### src/rtl/iig_pkg.sv
// Shared types and defaults for the integral-image controller.
// The squared-integral path is enabled by defining IIG_SQ_EN.
package iig_pkg;

  typedef enum logic [2:0] {
    IDLE    = 3'd0,
    CLEAR   = 3'd1,
    RUN     = 3'd2,
    ROW_END = 3'd3,
    DONE    = 3'd4
  } iigState_e;

  localparam int WIN_W_DEF = 24;
  localparam int WIN_H_DEF = 24;
  localparam int DW_DEF    = 21;
  localparam int CW_DEF    = 6;
  localparam int SQW_DEF   = 26;

  // True when maxVal*w*h (largest possible integral) fits in 'bits' unsigned bits
  function automatic bit iigFits(input int w, input int h, input int maxVal, input int bits);
    longint peak;
    peak = longint'(maxVal) * longint'(w) * longint'(h);
    return (bits >= 63) || (peak < (64'sd1 << bits));
  endfunction

endpackage

### src/rtl/iig_line_buf.sv
// One-row line buffer: WIN_W entries, combinational read, synchronous write.
// Contents are deliberately not reset; the controller masks them on the first row.
module iig_line_buf
  import iig_pkg::*;
#(
  parameter int WIN_W = WIN_W_DEF,
  parameter int DW    = DW_DEF,
  parameter int AW    = 5
) (
  input  logic          iClk,
  input  logic          iWe,
  input  logic [AW-1:0] iAddr,
  input  logic [DW-1:0] iWData,
  output logic [DW-1:0] oRData
);

  logic [DW-1:0] mem_r [WIN_W];

  assign oRData = mem_r[iAddr];

  // write port; read above returns the pre-write value in the same cycle
  always_ff @(posedge iClk) begin
    if (iWe) begin
      mem_r[iAddr] <= iWData;
    end
  end

endmodule

### src/rtl/iig_ctrl.sv
// Integral-image sequencer for one WIN_W x WIN_H window of 8-bit pixels.
// Define IIG_SQ_EN to add the squared-pixel integral output oSqData.
module iig_ctrl
  import iig_pkg::*;
#(
  parameter int WIN_W = WIN_W_DEF,
  parameter int WIN_H = WIN_H_DEF,
  parameter int DW    = DW_DEF,
  parameter int CW    = CW_DEF
`ifdef IIG_SQ_EN
  ,
  parameter int SQW   = SQW_DEF
`endif
) (
  input  logic          iClk,
  input  logic          iReset_n,
  input  logic          iStart,
  input  logic          iAbort,
  input  logic          iValid,
  input  logic [7:0]    iData,
  output logic          oReady,
  output logic          oValid,
  output logic [DW-1:0] oData,
  output logic [CW-1:0] oRow,
  output logic [CW-1:0] oCol,
  output logic          oBusy,
  output logic          oDone
`ifdef IIG_SQ_EN
  ,
  output logic [SQW-1:0] oSqData
`endif
);

  localparam int LBAW = (WIN_W > 1) ? $clog2(WIN_W) : 1;

  if (!iigFits(WIN_W, WIN_H, 255, DW)) begin : gDwCheck
    $error("iig_ctrl: DW too narrow for the window integral");
  end
  if (((32'sd1 << CW) < WIN_W) || ((32'sd1 << CW) < WIN_H)) begin : gCwCheck
    $error("iig_ctrl: CW too narrow for the window dimensions");
  end

  iigState_e     state_r;
  logic [DW-1:0] rowAcc_r;
  logic [CW-1:0] col_r;
  logic [CW-1:0] row_r;
  logic          firstRow_r;

  logic            accept_s;
  logic [DW-1:0]   rowSum_s;
  logic [DW-1:0]   lbRData_s;
  logic [DW-1:0]   integ_s;
  logic [LBAW-1:0] lbAddr_s;

`ifdef IIG_SQ_EN
  if (!iigFits(WIN_W, WIN_H, 65025, SQW)) begin : gSqwCheck
    $error("iig_ctrl: SQW too narrow for the squared integral");
  end

  logic [SQW-1:0] sqAcc_r;
  logic [15:0]    pixSq_s;
  logic [SQW-1:0] sqSum_s;
  logic [SQW-1:0] sqRData_s;
  logic [SQW-1:0] sqInteg_s;
`endif

  assign lbAddr_s = col_r[LBAW-1:0];

  // acceptance and integral arithmetic; the line buffer is ignored on the first row
  always_comb begin
    accept_s = (state_r == RUN) && iValid && !iAbort;
    rowSum_s = rowAcc_r + DW'(iData);
    if (firstRow_r) begin
      integ_s = rowSum_s;
    end else begin
      integ_s = rowSum_s + lbRData_s;
    end
`ifdef IIG_SQ_EN
    pixSq_s = {8'd0, iData} * {8'd0, iData};
    sqSum_s = sqAcc_r + SQW'(pixSq_s);
    if (firstRow_r) begin
      sqInteg_s = sqSum_s;
    end else begin
      sqInteg_s = sqSum_s + sqRData_s;
    end
`endif
  end

  iig_line_buf #(.WIN_W(WIN_W), .DW(DW), .AW(LBAW)) uLineBuf (
    .iClk   (iClk),
    .iWe    (accept_s),
    .iAddr  (lbAddr_s),
    .iWData (integ_s),
    .oRData (lbRData_s)
  );

`ifdef IIG_SQ_EN
  iig_line_buf #(.WIN_W(WIN_W), .DW(SQW), .AW(LBAW)) uSqLineBuf (
    .iClk   (iClk),
    .iWe    (accept_s),
    .iAddr  (lbAddr_s),
    .iWData (sqInteg_s),
    .oRData (sqRData_s)
  );
`endif

  // sequencer FSM with registered handshake, status and pixel outputs
  always_ff @(posedge iClk) begin
    if (!iReset_n) begin
      state_r    <= IDLE;
      rowAcc_r   <= '0;
      col_r      <= '0;
      row_r      <= '0;
      firstRow_r <= 1'b0;
      oData      <= '0;
      oRow       <= '0;
      oCol       <= '0;
      oValid     <= 1'b0;
      oDone      <= 1'b0;
      oReady     <= 1'b0;
      oBusy      <= 1'b0;
`ifdef IIG_SQ_EN
      sqAcc_r    <= '0;
      oSqData    <= '0;
`endif
    end else if (iAbort && (state_r != IDLE)) begin
      state_r <= IDLE;
      oValid  <= 1'b0;
      oDone   <= 1'b0;
      oReady  <= 1'b0;
      oBusy   <= 1'b0;
    end else begin
      case (state_r)
        IDLE: begin
          oValid <= 1'b0;
          oDone  <= 1'b0;
          oReady <= 1'b0;
          if (iStart && !iAbort) begin
            state_r <= CLEAR;
            oBusy   <= 1'b1;
          end else begin
            oBusy   <= 1'b0;
          end
        end
        CLEAR: begin
          rowAcc_r   <= '0;
          col_r      <= '0;
          row_r      <= '0;
          firstRow_r <= 1'b1;
`ifdef IIG_SQ_EN
          sqAcc_r    <= '0;
`endif
          state_r    <= RUN;
          oReady     <= 1'b1;
          oBusy      <= 1'b1;
          oValid     <= 1'b0;
          oDone      <= 1'b0;
        end
        RUN: begin
          oValid <= accept_s;
          oDone  <= 1'b0;
          if (accept_s) begin
            rowAcc_r <= rowSum_s;
            oData    <= integ_s;
            oRow     <= row_r;
            oCol     <= col_r;
`ifdef IIG_SQ_EN
            sqAcc_r  <= sqSum_s;
            oSqData  <= sqInteg_s;
`endif
            if (col_r == CW'(WIN_W - 1)) begin
              oReady <= 1'b0;
              if (row_r == CW'(WIN_H - 1)) begin
                state_r <= DONE;
                oDone   <= 1'b1;
              end else begin
                state_r <= ROW_END;
              end
            end else begin
              col_r <= col_r + CW'(1);
            end
          end
        end
        ROW_END: begin
          rowAcc_r   <= '0;
`ifdef IIG_SQ_EN
          sqAcc_r    <= '0;
`endif
          col_r      <= '0;
          row_r      <= row_r + CW'(1);
          firstRow_r <= 1'b0;
          state_r    <= RUN;
          oReady     <= 1'b1;
          oValid     <= 1'b0;
          oDone      <= 1'b0;
        end
        DONE: begin
          state_r <= IDLE;
          oBusy   <= 1'b0;
          oReady  <= 1'b0;
          oValid  <= 1'b0;
          oDone   <= 1'b0;
        end
        default: begin
          state_r <= IDLE;
          oBusy   <= 1'b0;
          oReady  <= 1'b0;
          oValid  <= 1'b0;
          oDone   <= 1'b0;
        end
      endcase
    end
  end

endmodule
### config.mk
export PLATFORM = sky130hd
export DESIGN_NAME = iig_ctrl
export DESIGN_NICKNAME = d
export VERILOG_FILES = /design/src/rtl/iig_pkg.sv /design/src/rtl/iig_line_buf.sv /design/src/rtl/iig_ctrl.sv
export SDC_FILE = /design/constraint.sdc
export NUM_CORES = 1
export LEC_CHECK = 0
export ABC_AREA = 1
export BUFFER_PORTS_ARGS = -buffer_cell sky130_fd_sc_hd__buf_2
export CAP_MARGIN = 20
export CORE_AREA = 2 2 257 259
export CTS_BUF_LIST = sky130_fd_sc_hd__clkbuf_16
export CTS_CLUSTER_DIAMETER = 100
export DETAILED_ROUTE_END_ITERATION = 16
export DIE_AREA = 0 0 259 261
export GPL_TIMING_DRIVEN = 0
export SLEW_MARGIN = 20
export SYNTH_ARGS = -nofsm -noshare
export SYNTH_HDL_FRONTEND = slang
export SYNTH_HIERARCHICAL = 1
export SYNTH_SLANG_ARGS = --single-unit
### constraint.sdc
create_clock -name iClk -period 4.85 [get_ports iClk]
set_clock_uncertainty 0.2 [all_clocks]
set_input_delay 0.2425 -clock iClk [delete_from_list [all_inputs] [get_ports iClk]]
set_output_delay 0.2425 -clock iClk [all_outputs]
set_load 0.02 [all_outputs]
==> results of run 1 <==
## cells in the final DEF, fill, tap and decap left out, drive strengths merged, types with 2 or more instances in the layout
cell type | synthesis | final
nand2 | 1333 | 1333
edfxtp | 504 | 504
nor2 | 154 | 154
buf | 75 | 141
inv | 111 | 126
clkbuf | 37 | 97
a21oi | 91 | 91
nand3 | 90 | 90
dfxtp | 74 | 74
nand4 | 53 | 53
o21ai | 48 | 48
ha | 33 | 33
nor3 | 26 | 26
clkinv | 0 | 26
dlygate4sd3 | 0 | 7
and2 | 7 | 7
xor2 | 7 | 7
nand3b | 5 | 5
o21bai | 5 | 5
a31oi | 5 | 5
bufinv | 0 | 4
clkinvlp | 0 | 4
or2 | 3 | 3
xnor2 | 2 | 2
fa | 2 | 2
## flip-flops by register name (all words and copies together) (netlist names), 3 cells and up
signal          count
col_r               6
row_r               6
state_r             3
rowAcc_r           21
oData              21
oRow                6
oCol                6
uLineBuf/mem_r    504
## Yosys cell counts (2+ instances only)
cell type  number
nor2_1        150
inv_2           6
nand3b_1        5
edfxtp_1      504
buf_2          60
fa_1            2
buf_6           2
o21bai_1        5
nor2_4          3
o21ai_0        41
nand2_2         9
nor3_1         21
xnor2_1         2
inv_1         105
or2_2           2
nor3_2          5
a21oi_1        90
xor2_2          2
xor2_1          5
clkbuf_1       37
and2_1          6
buf_4           7
nand4_1        53
o21ai_1         6
buf_1           6
dfxtp_1        74
a31oi_1         4
nand2_1      1323
ha_1           33
nand3_1        89
## area by class of cell
type | count | area [sq um]
fillers | 6057 | 35500
clock buffers | 60 | 1500
plain buffers | 112 | 541
diodes | 1 | 2.50
clock inverters | 49 | 368
repair buffers | 73 | 656
well taps | 864 | 1080
multi-input cells | 1873 | 8380
inverters | 111 | 417
flip-flops and latches | 578 | 16600
## power by group through the flow
| stage | logic (mW) | clock network [mW] | registers, mW |
|---|---|---|---|
| 2_1_floorplan | 0.248 | 0 | 5.62 |
| 3_3_place_gp | 0.497 | 0 | 5.63 |
| 3_5_place_dp | 0.594 | 0 | 5.61 |
| 4_1_cts | 0.602 | 4.47 | 5.51 |
| 5_1_grt | 0.647 | 4.65 | 5.50 |
| 6_report | 0.603 | 4.39 | 5.50 |
## cell families (layout without fill, tap and decap cells)
logic type | after synthesis | count (layout) | share of synthesized area
simple gates | 1673 | 1673 | 0.261
flops | 578 | 578 | 0.648
buf+inv | 223 | 405 | 0.0372
compound gates | 156 | 156 | 0.0327
fa+ha+maj | 35 | 35 | 0.0177
xor+xnor | 9 | 9 | 0.00366
other cells | 0 | 1 | 0
## routing by layer
layer  up-vias  GRT usage  wire [um]
li1       9117          -          -
met1      9305      0.296      31300
met2       690      0.358      35100
met3       117     0.0471       6450
met4         0     0.0817       2540
met5         -          0          0
## tightest hold or removal path, cell delays in order
cell and delay [ps]:
buf_2 100, inv_1 100, o21ai_0 250, nor2_1 160
## final timing paths
check | to | slack (ps) | cells after the start
setup / recovery | uLineBuf/mem_r[21][20] | 220 | 21
hold / removal | oReady | 70 | 4
setup reg to reg | uLineBuf/mem_r[21][20] | 220 | 21
hold reg to reg | oData[11] | 280 | 2
## per-stage QoR
step / cell area (sq um) / power [mW] / setup WS (ps) / setup TNS [ps]
finish: 29600 / 10.5 / 217 / 0
global route: 29600 / 10.8 / 2.65 / 0
CTS: 29500 / 10.6 / 69.0 / 0
detailed placement: 27600 / 6.21 / -141 / -11800
global placement: 27000 / 6.13 / -2520 / -303820
floorplan: 25600 / 5.87 / 1080 / 0
## what timing repair did
item                                    CTS  global route
hold buffers                              7             0
resized for setup                         6            14
endpoints found under the setup margin  144           232
hold endpoints to repair                 35             0
==> results.md, run 1 <==
* Mean post-synth cell area at 9.59 sq um
* CTS max path bufs at 3
* Layout cells sized above 1 at 0.107
* Critical Path Start: col_r[0]
* Syn Nets at approximately 2700
* Hold Crit Class: input pin to flip-flop
* Switching pwr at ~2.4 mW
* Bufs and invs on worst path at 3
* Power Dens Cells at ~350 mW/mm^2
* Cell Area, Synth at ~0.026 sq mm
* Routed WL at 75400 um
* Critical Path Fanout Max at 24
* FF-to-FF Start: col_r[0]
* Slowest cell delay on critical path at around 530 ps
* Max-cap violations at 0
* Die Y at around 260 um
* Initial cell density of the core at 0.394
* Dpl cells at roughly 3600
* Async set or reset register ratio after synthesis at 0
* Die area at roughly 0.068 sq mm
* Clock share of power at 0.418
* Syn Inst Count at ~2700
* Min Hold Slack at ~67 ps
* Core area at between 0.06 and 0.07 sq mm
* Root Buffer Master: clkbuf_16
* First-pass GRT wire length at between 100000 and 150000 um
* Outcome: finished, final reports clean
* Post-CTS Setup Inserts at 0
* Post-synth top area cell: edfxtp_1
* Crit path launch type: flip-flop
* Crit share post-route at 0.955
* Synth cell types at 47
* Reg power frac at 0.525
* Worst skew pair latency at 640 ps
* GRT overflow at 0
* Post-synth EDFFs at between 500 and 600
* Max Clock Freq at 216 MHz
* Initial antenna violation count at 1
* Number of remaining DRC errors at 0
* Cell mode on critical path: nand2_1
* # H-tree levels at 2
* Cts bufs inserted at 58
* Layout Area Growth over Synthesis at 15.3%
* CTS tree: yes
* Vias post-DR at a little under 20000
* Crit path required time at slightly below 5000 ps
* Total internal power at 8.11 mW
* Leading post-synthesis cells by cell area: edfxtp_1 (59%), nand2_1 (19%), dfxtp_1 (5.8%), nor2_1 (2.2%), a21oi_1 (1.8%)
* Slew Viols, Final at 0
* Total global routing track utilization at 0.222
* Peak supply drop at 0.000274 V
* Vias/cell at between 5 and 6
* Final ANT Viol Nets at 0
* Endpoint type of the worst setup path: flip-flop
* FF+latch count, synth at between 500 and 600
* Largest net degree at the start of global routing at 26
* Hold Startpoint: iAbort
* RSZ-0062 raised after global routing: no
* Yosys warnings at 6
* Routability cong. at between 0.9 and 1
* Slew HR at 0.406
* I/O Pins at 50
* Final setup viols at 0
* Min Tclk post-route at roughly 4600 ps
* Critical path's top delay family: simple AND/OR/NAND/NOR gates
* Sw frac at 0.227
* Crit path max-delay cell type: dfxtp_1
* Final Hold Fails at 0
* Primary FF master, synth: edfxtp_1
* Num rows at 94
* WL/cell at just over 20 um
* Port buffer count at 49
* Hpwl dp at approximately 52000 um
* Crit path DAT at around 4600 ps
* Leakage power at roughly 12 nW
* Slew @ Worst Pin at between 800 and 900 ps
* Pre-antenna DRT Iters at 6
* Finished Layout Cells at around 3700
* Setup CP Type: flip-flop to flip-flop
* Top cell type's share of synthesized area at 0.590
* Clock slew at reported path FFs at about 60 ps
* Logic gate share of total power at 0.057
* Core Util, Final at 0.455
* Die span in x at roughly 260 um
* Final #Nets at 2855
* Seq/Total Area, Yosys at 0.648
* Clock Sinks at between 500 and 600
* Vias in the first global route at ~18000
* Worst path cell trace: inv_2, buf_2, buf_2, nand2_1, nand2_1, nand2_1, nand2_1, nand2_1, nand2_1, nor2_1, nand2_1, ha_1, nand2_1, nor2_1, nand2_1, nor2_1, nand2_1, nand4_1, nand3_1, nand2_1, nand2_2
* Initial DRC Count at 1947
Note: power is estimated with default switching activity, not from simulation.
==> run 2: changes to the inputs <==
--- a/config.mk
+++ b/config.mk
@@ -8,14 +8,13 @@
 export ABC_AREA = 1
 export BUFFER_PORTS_ARGS = -buffer_cell sky130_fd_sc_hd__buf_2
 export CAP_MARGIN = 20
-export CORE_AREA = 2 2 257 259
+export CORE_AREA = 2 2 260 262
 export CTS_BUF_LIST = sky130_fd_sc_hd__clkbuf_16
 export CTS_CLUSTER_DIAMETER = 100
 export DETAILED_ROUTE_END_ITERATION = 16
-export DIE_AREA = 0 0 259 261
+export DIE_AREA = 0 0 262 264
 export GPL_TIMING_DRIVEN = 0
 export SLEW_MARGIN = 20
 export SYNTH_ARGS = -nofsm -noshare
 export SYNTH_HDL_FRONTEND = slang
-export SYNTH_HIERARCHICAL = 1
 export SYNTH_SLANG_ARGS = --single-unit
==> results.md, run 2 <==
* I/O Pins at 50
* Slew Viols, Final at 0
* Cts bufs inserted at between 60 and 70
* Slew @ Worst Pin at around 1100 ps
* Hpwl dp at 52100 um
* Post-synth EDFFs at between 500 and 600
* Sw frac at 0.309
* Final setup viols at 0
* Initial cell density of the core at 0.377
* Top Layer Used: met4
* Total global routing track utilization at 0.227
* Core area at 0.0666 sq mm
* Synth cell types at 52
* Root Buffer Master: clkbuf_16
* Seq/Total Area, Yosys at 0.666
* Slew HR at 0.263
* M1 WL at approximately 32000 um
* Worst skew pair latency at approximately 660 ps
* Routed wl met2 at between 30000 and 40000 um
* Die span in x at 262 um
* Min Tclk post-route at 4720 ps
* Primary FF master, synth: edfxtp_1
* Final Hold Fails at 0
* Vias post-DR at approximately 19000
* # H-tree levels at 2
* Syn Nets at roughly 2400
* Slowest cell delay on critical path at ~430 ps
* Crit path max-delay cell type: fa_1
* Layout cells sized above 1 at 0.157
* CTS max path bufs at 3
* Top cell type's share of synthesized area at 0.603
* Overall Power at about 15 mW
* Vias in the first global route at around 18000
* Reg power frac at 0.437
* Setup CP Type: flip-flop to flip-flop
* Peak supply drop at about 0.00035 V
* Dpl cells at 3264
* Filler cell count at approximately 6000
* Logic gate share of total power at 0.233
* Hold Crit Class: input pin to flip-flop
* Multi-input gate area at around 0.0077 sq mm
* Cell mode on critical path: nand2_1
* Crit path launch type: flip-flop
* Critical path's top delay family: simple AND/OR/NAND/NOR gates
* CTS tree: yes
* Power Dens Cells at slightly below 500 mW/mm^2
* Initial antenna violation count at 0
* Outcome: finished, final reports clean
* Die Y at 264 um
* Post-route cell area at roughly 0.030 sq mm
* Most frequent cells in the layout: nand2_1 (579), edfxtp_1 (504), nand3_1 (216)
* Pre-CTS setup slack at -1920 ps
* Routed WL at about 80000 um
* Leading post-synthesis cells by cell area: edfxtp_1 (60%), nand2_1 (8.8%), dfxtp_1 (6.3%), nand3_1 (4.4%), a21oi_1 (3.5%)
* Port buffer count at between 40 and 50
* Final #Nets at ~2500
* Pre-antenna DRT Iters at 5
* Number of remaining DRC errors at 0
* Layout Area Growth over Synthesis at 20.6%
* Max-cap violations at 0
* Post-synth top area cell: edfxtp_1
* Critical Path Fanout Max at 13
* DP Area at ~0.027 sq mm
* Switching pwr at 4.59 mW
* Yosys warnings at 0
* Largest reg by FF count: uLineBuf.mem_r
* WL/cell at approximately 23 um
* Largest net degree at the start of global routing at 38
* Async set or reset register ratio after synthesis at 0
* Cell Area, Synth at about 0.025 sq mm
* Most common cell after layout, fill and taps aside: nand2_1
* Crit share post-route at 0.973
* Mean post-synth cell area at around 11 sq um
* Met3 Routed Length at just under 7000 um
* Total internal power at between 10 and 15 mW
* Clock share of power at 0.331
* Final ANT Viol Nets at 0
* Num rows at 95
* Leakage power at 11.2 nW
* Clock slew at reported path FFs at ~60 ps
* Die area at between 0.06 and 0.07 sq mm
* Register area at around 0.017 sq mm
* Clock Sinks at approximately 600
* Crit path DAT at 4860 ps
* Syn Inst Count at ~2300
* Regs by FF count: uLineBuf.mem_r (504), oData (21), rowAcc_r (21)
* Finished Layout Cells at around 3400
* Largest register FFs at about 500
* # diodes at 0
* Crit path required time at 4990 ps
* Routability cong. at just over 0.9
* Min Hold Slack at around 19 ps
* Vias/cell at ~5.6
* Count leader, synth: nand2_1
* FF+latch count, synth at about 600
* Initial DRC Count at between 2000 and 2500
* Commonest cells in the synthesized netlist: nand2_1 (590), edfxtp_1 (504), nand3_1 (219)
* Bufs and invs on worst path at 7
* First-pass GRT wire length at between 100000 and 150000 um
* GRT overflow at 0
* Max Clock Freq at between 200 and 250 MHz
* Final worst setup slack at 131 ps
* Endpoint type of the worst setup path: flip-flop
-- run 2: worst register-to-register path: cells and delay by family, from the launching register on --
kind                     cells  cell delay (ps)
AND/OR/NAND/NOR             16             1620
buffers and inverters        7              960
adder cells (fa/ha/maj)      2              650
AO/OA/AOI/OAI                4              600
flip-flops                   1              390
-- run 2: area by class of cell --
| cell class | instances | area share |
|---|---|---|
| multi-input combinational | 1491 | 0.256 |
| tap | 873 | 0.0361 |
| inverter | 114 | 0.0154 |
| clock buffer | 61 | 0.0504 |
| sequential | 583 | 0.553 |
| timing repair buffer | 109 | 0.0404 |
| buffer | 111 | 0.0299 |
| clock inverter | 55 | 0.0189 |
-- run 2: path summary, 6_finish.rpt --
kind	cells after the start	end	start	slack, ps
max	29	uLineBuf.mem_r[23][20]	flip-flop	130
min	5	rowAcc_r[4]	iData[4]	20
max reg2reg	29	uLineBuf.mem_r[23][20]	flip-flop	130
min reg2reg	2	rowAcc_r[2]	rowAcc_r[2]	270
-- run 2: power by group through the flow --
| stage | clock network (mW) | registers (mW) | logic [mW] |
|---|---|---|---|
| floorplan | 0 | 6.67 | 1.66 |
| global placement | 0 | 6.68 | 2.80 |
| detailed placement | 0 | 6.60 | 3.16 |
| CTS | 4.95 | 6.49 | 3.28 |
| global route | 5.14 | 6.50 | 3.72 |
| finish | 4.91 | 6.49 | 3.45 |
-- run 2: metrics by stage --
step	util	setup TNS (ps)
floorplan	-	0
global placement	0.397	-1136460
detailed placement	0.411	-549320
CTS	0.450	0
global route	0.455	-2590
finish	0.455	0
-- run 2: kinds of logic after synthesis --
kind of cell / count (synthesis) / share of synthesized area
flip-flops: 583 / 0.666
AND/OR/NAND/NOR: 1034 / 0.173
buffers and inverters: 240 / 0.0438
AO/OA/AOI/OAI: 400 / 0.0928
adder cells (fa/ha/maj): 31 / 0.0161
XOR/XNOR: 22 / 0.00828
-- run 2: timing repair --
item	in CTS	in global routing
setup buffers	7	13
endpoints found under the setup margin	499	273
endpoints found under the hold margin	34	0
pin swaps	8	15
resized for setup	129	71
hold buffers	5	0
cloned	3	4
-- run 2: layer usage --
metal  up-vias  GRT usage
met5         -          0
met4         0     0.0912
met3       178     0.0328
met2       958      0.363
met1      9346      0.311
li1       8483          -
==> run 3: changes to the inputs <==
--- a/config.mk
+++ b/config.mk
@@ -8,13 +8,14 @@
 export ABC_AREA = 1
 export BUFFER_PORTS_ARGS = -buffer_cell sky130_fd_sc_hd__buf_2
 export CAP_MARGIN = 20
-export CORE_AREA = 2 2 260 262
+export CORE_AREA = 2 2 263 265
 export CTS_BUF_LIST = sky130_fd_sc_hd__clkbuf_16
 export CTS_CLUSTER_DIAMETER = 100
 export DETAILED_ROUTE_END_ITERATION = 16
-export DIE_AREA = 0 0 262 264
+export DIE_AREA = 0 0 265 267
 export GPL_TIMING_DRIVEN = 0
 export SLEW_MARGIN = 20
 export SYNTH_ARGS = -nofsm -noshare
 export SYNTH_HDL_FRONTEND = slang
+export SYNTH_HIERARCHICAL = 1
 export SYNTH_SLANG_ARGS = --single-unit
==> results.md, run 3 (synthesized netlist as in run 1, its figures left out) <==
* Outcome: finished, final reports clean
* Power Dens Cells at around 360 mW/mm^2
* Leakage power at between 10 and 15 nW
* Slew @ Worst Pin at ~830 ps
* CTS tree: yes
* First-pass GRT wire length at 113000 um
* Layout Area Growth over Synthesis at 15.6%
* Clock Sinks at ~580
* Worst R2R Setup Slack at roughly 170 ps
* Number of remaining DRC errors at 0
* Min Hold Slack at about 100 ps
* Final ANT Viol Nets at 0
* Die area at a little over 0.07 sq mm
* Hpwl dp at 53200 um
* Overall Power at 10.5 mW
* Pre-CTS setup slack at -190 ps
* # H-tree levels at 2
* Initial antenna violation count at 3
* DP Area at between 0.02 and 0.03 sq mm
* Largest net degree at the start of global routing at 26
* Largest reg by FF count: uLineBuf/mem_r
* Regs by FF count: uLineBuf/mem_r (504), oData (21), rowAcc_r (21)
* WL/cell at between 20 and 25 um
* GRT overflow at 0
* Initial cell density of the core at 0.377
* Max Clock Freq at around 210 MHz
* Root Buffer Master: clkbuf_16
* Final setup TNS at 0 ps
* Pre-antenna DRT Iters at 6
* Port buffer count at just under 50
* Cts bufs inserted at a little under 60
* Most frequent cells in the layout: nand2_1 (1309), edfxtp_1 (504), nor2_1 (126)
* Routability cong. at between 0.9 and 1
* Crit share post-route at 0.964
* Final #Nets at between 2000 and 3000
* Finished Layout Cells at between 3000 and 4000
* Slew Viols, Final at 0
* Reg2reg path depth at 20
* Crit path launch type: flip-flop
* Routed WL at between 70000 and 80000 um
* Reg-to-reg endpoint: uLineBuf/mem_r[20][20]
* Crit path required time at roughly 4800 ps
* Core area at 0.0680 sq mm
* Layout cells sized above 1 at 0.109
* Die Y at 267 um
* Min Tclk post-route at roughly 4700 ps
* Post-route cell area at 0.0296 sq mm
* CTS max path bufs at 3
* Final worst setup slack at about 170 ps
* Hold Startpoint: iData[4]
* Hold Crit Class: input pin to flip-flop
* Largest register FFs at about 500
* Die span in x at approximately 270 um
* Critical Path Fanout Max at 24
* Final setup viols at 0
* Vias/cell at 5.13
* Clock slew at reported path FFs at 60 ps
* Hold Crit Depth at 5
* Num rows at 96
* I/O Pins at 50
* Core Util, Final at 0.436
* Peak supply drop at around 0.00026 V
* Dpl cells at ~3600
* FF-to-FF Start: col_r[1]
* Filler cell count at about 6500
* Hold Path Sink: rowAcc_r[4]
* Vias post-DR at approximately 19000
* Most common cell after layout, fill and taps aside: nand2_1
* Max-cap violations at 0
* Crit path DAT at roughly 4700 ps
* Total global routing track utilization at 0.215
* Final Hold Fails at 0
* Initial DRC Count at around 1900
* Worst skew pair latency at about 630 ps
* Endpoint type of the worst setup path: flip-flop
* Setup CP Type: flip-flop to flip-flop
* Slew HR at 0.442
* Vias in the first global route at approximately 18000
==> run 3: cell types whose count changed in the layout (fill, tap and decap cells not counted), moves of 11 or more <==
| cell | previous run | this run |
|---|---|---|
| buf_2 | 70 | 108 |
| nand3_1 | 216 | 89 |
| nand4_1 | 4 | 53 |
| buf_4 | 33 | 7 |
| buf_12 | 22 | 0 |
| o221ai_1 | 15 | 0 |
| clkbuf_1 | 23 | 34 |
| a21oi_1 | 173 | 89 |
| a22oi_1 | 31 | 0 |
| nand2_1 | 579 | 1309 |
| o21ai_0 | 87 | 38 |
| nor2_1 | 141 | 126 |
==> run 3: layout make-up <==
class / count / area, sq um / area share
Sequential cell: 578 / 16600 / 0.561
Multi-Input combinational cell: 1873 / 8390 / 0.283
Clock buffer: 59 / 1480 / 0.0498
Tap cell: 882 / 1100 / 0.0372
Timing Repair Buffer: 75 / 707 / 0.0238
Buffer: 112 / 543 / 0.0183
Inverter: 111 / 417 / 0.0141
Clock inverter: 45 / 383 / 0.0129
Antenna cell: 1 / 2.50 / 0.0000844
==> run 3: routing by layer <==
metal / up-vias / GRT usage / routed length (um)
li1: 9119 / - / -
met1: 9222 / 0.293 / 33000
met2: 688 / 0.347 / 35100
met3: 133 / 0.0386 / 5750
met4: 0 / 0.0747 / 2480
met5: - / 0 / 0
==> run 3: report_power, final <==
group | leakage (nW) | switching, mW | total, mW | internal, mW
logic | 5.81 | 0.452 | 0.600 | 0.148
clock network | 0.918 | 1.91 | 4.43 | 2.52
registers | 5.13 | 0.00645 | 5.51 | 5.50
==> run 3: what timing repair did <==
action | in CTS | in global routing
gates resized for setup | 10 | 13
endpoints found under the setup margin | 248 | 297
hold buffers | 7 | 0
setup buffers | 0 | 0
hold endpoints to repair | 35 | 0
==> run 3: worst max path at each step <==
stage	from	to	depth (start not counted)
global route	col_r[1]	uLineBuf/mem_r[21][12]	17
global placement	col_r[0]	uLineBuf/mem_r[0][4]	18
CTS	col_r[0]	uLineBuf/mem_r[21][16]	22
detailed placement	col_r[1]	uLineBuf/mem_r[2][20]	18
floorplan	col_r[1]	uLineBuf/mem_r[0][4]	17
finish	col_r[1]	uLineBuf/mem_r[20][20]	20
==> run 3: worst max-delay path: stages (launching register included) <==
cell and delay [ps]:
dfxtp_1 410, buf_2 260, inv_2 160, buf_2 240, buf_2 240, nand2_1 100
nand2_1 50, nand2_1 50, nand2_1 100, nor2_1 240, nand2_1 230, ha_1 320
fa_1 450, nand2_1 120, o21ai_2 100, nand2_1 130, nand3_1 80, nand2_1 120
nand3_1 80, nand2_1 120, nand2_2 380
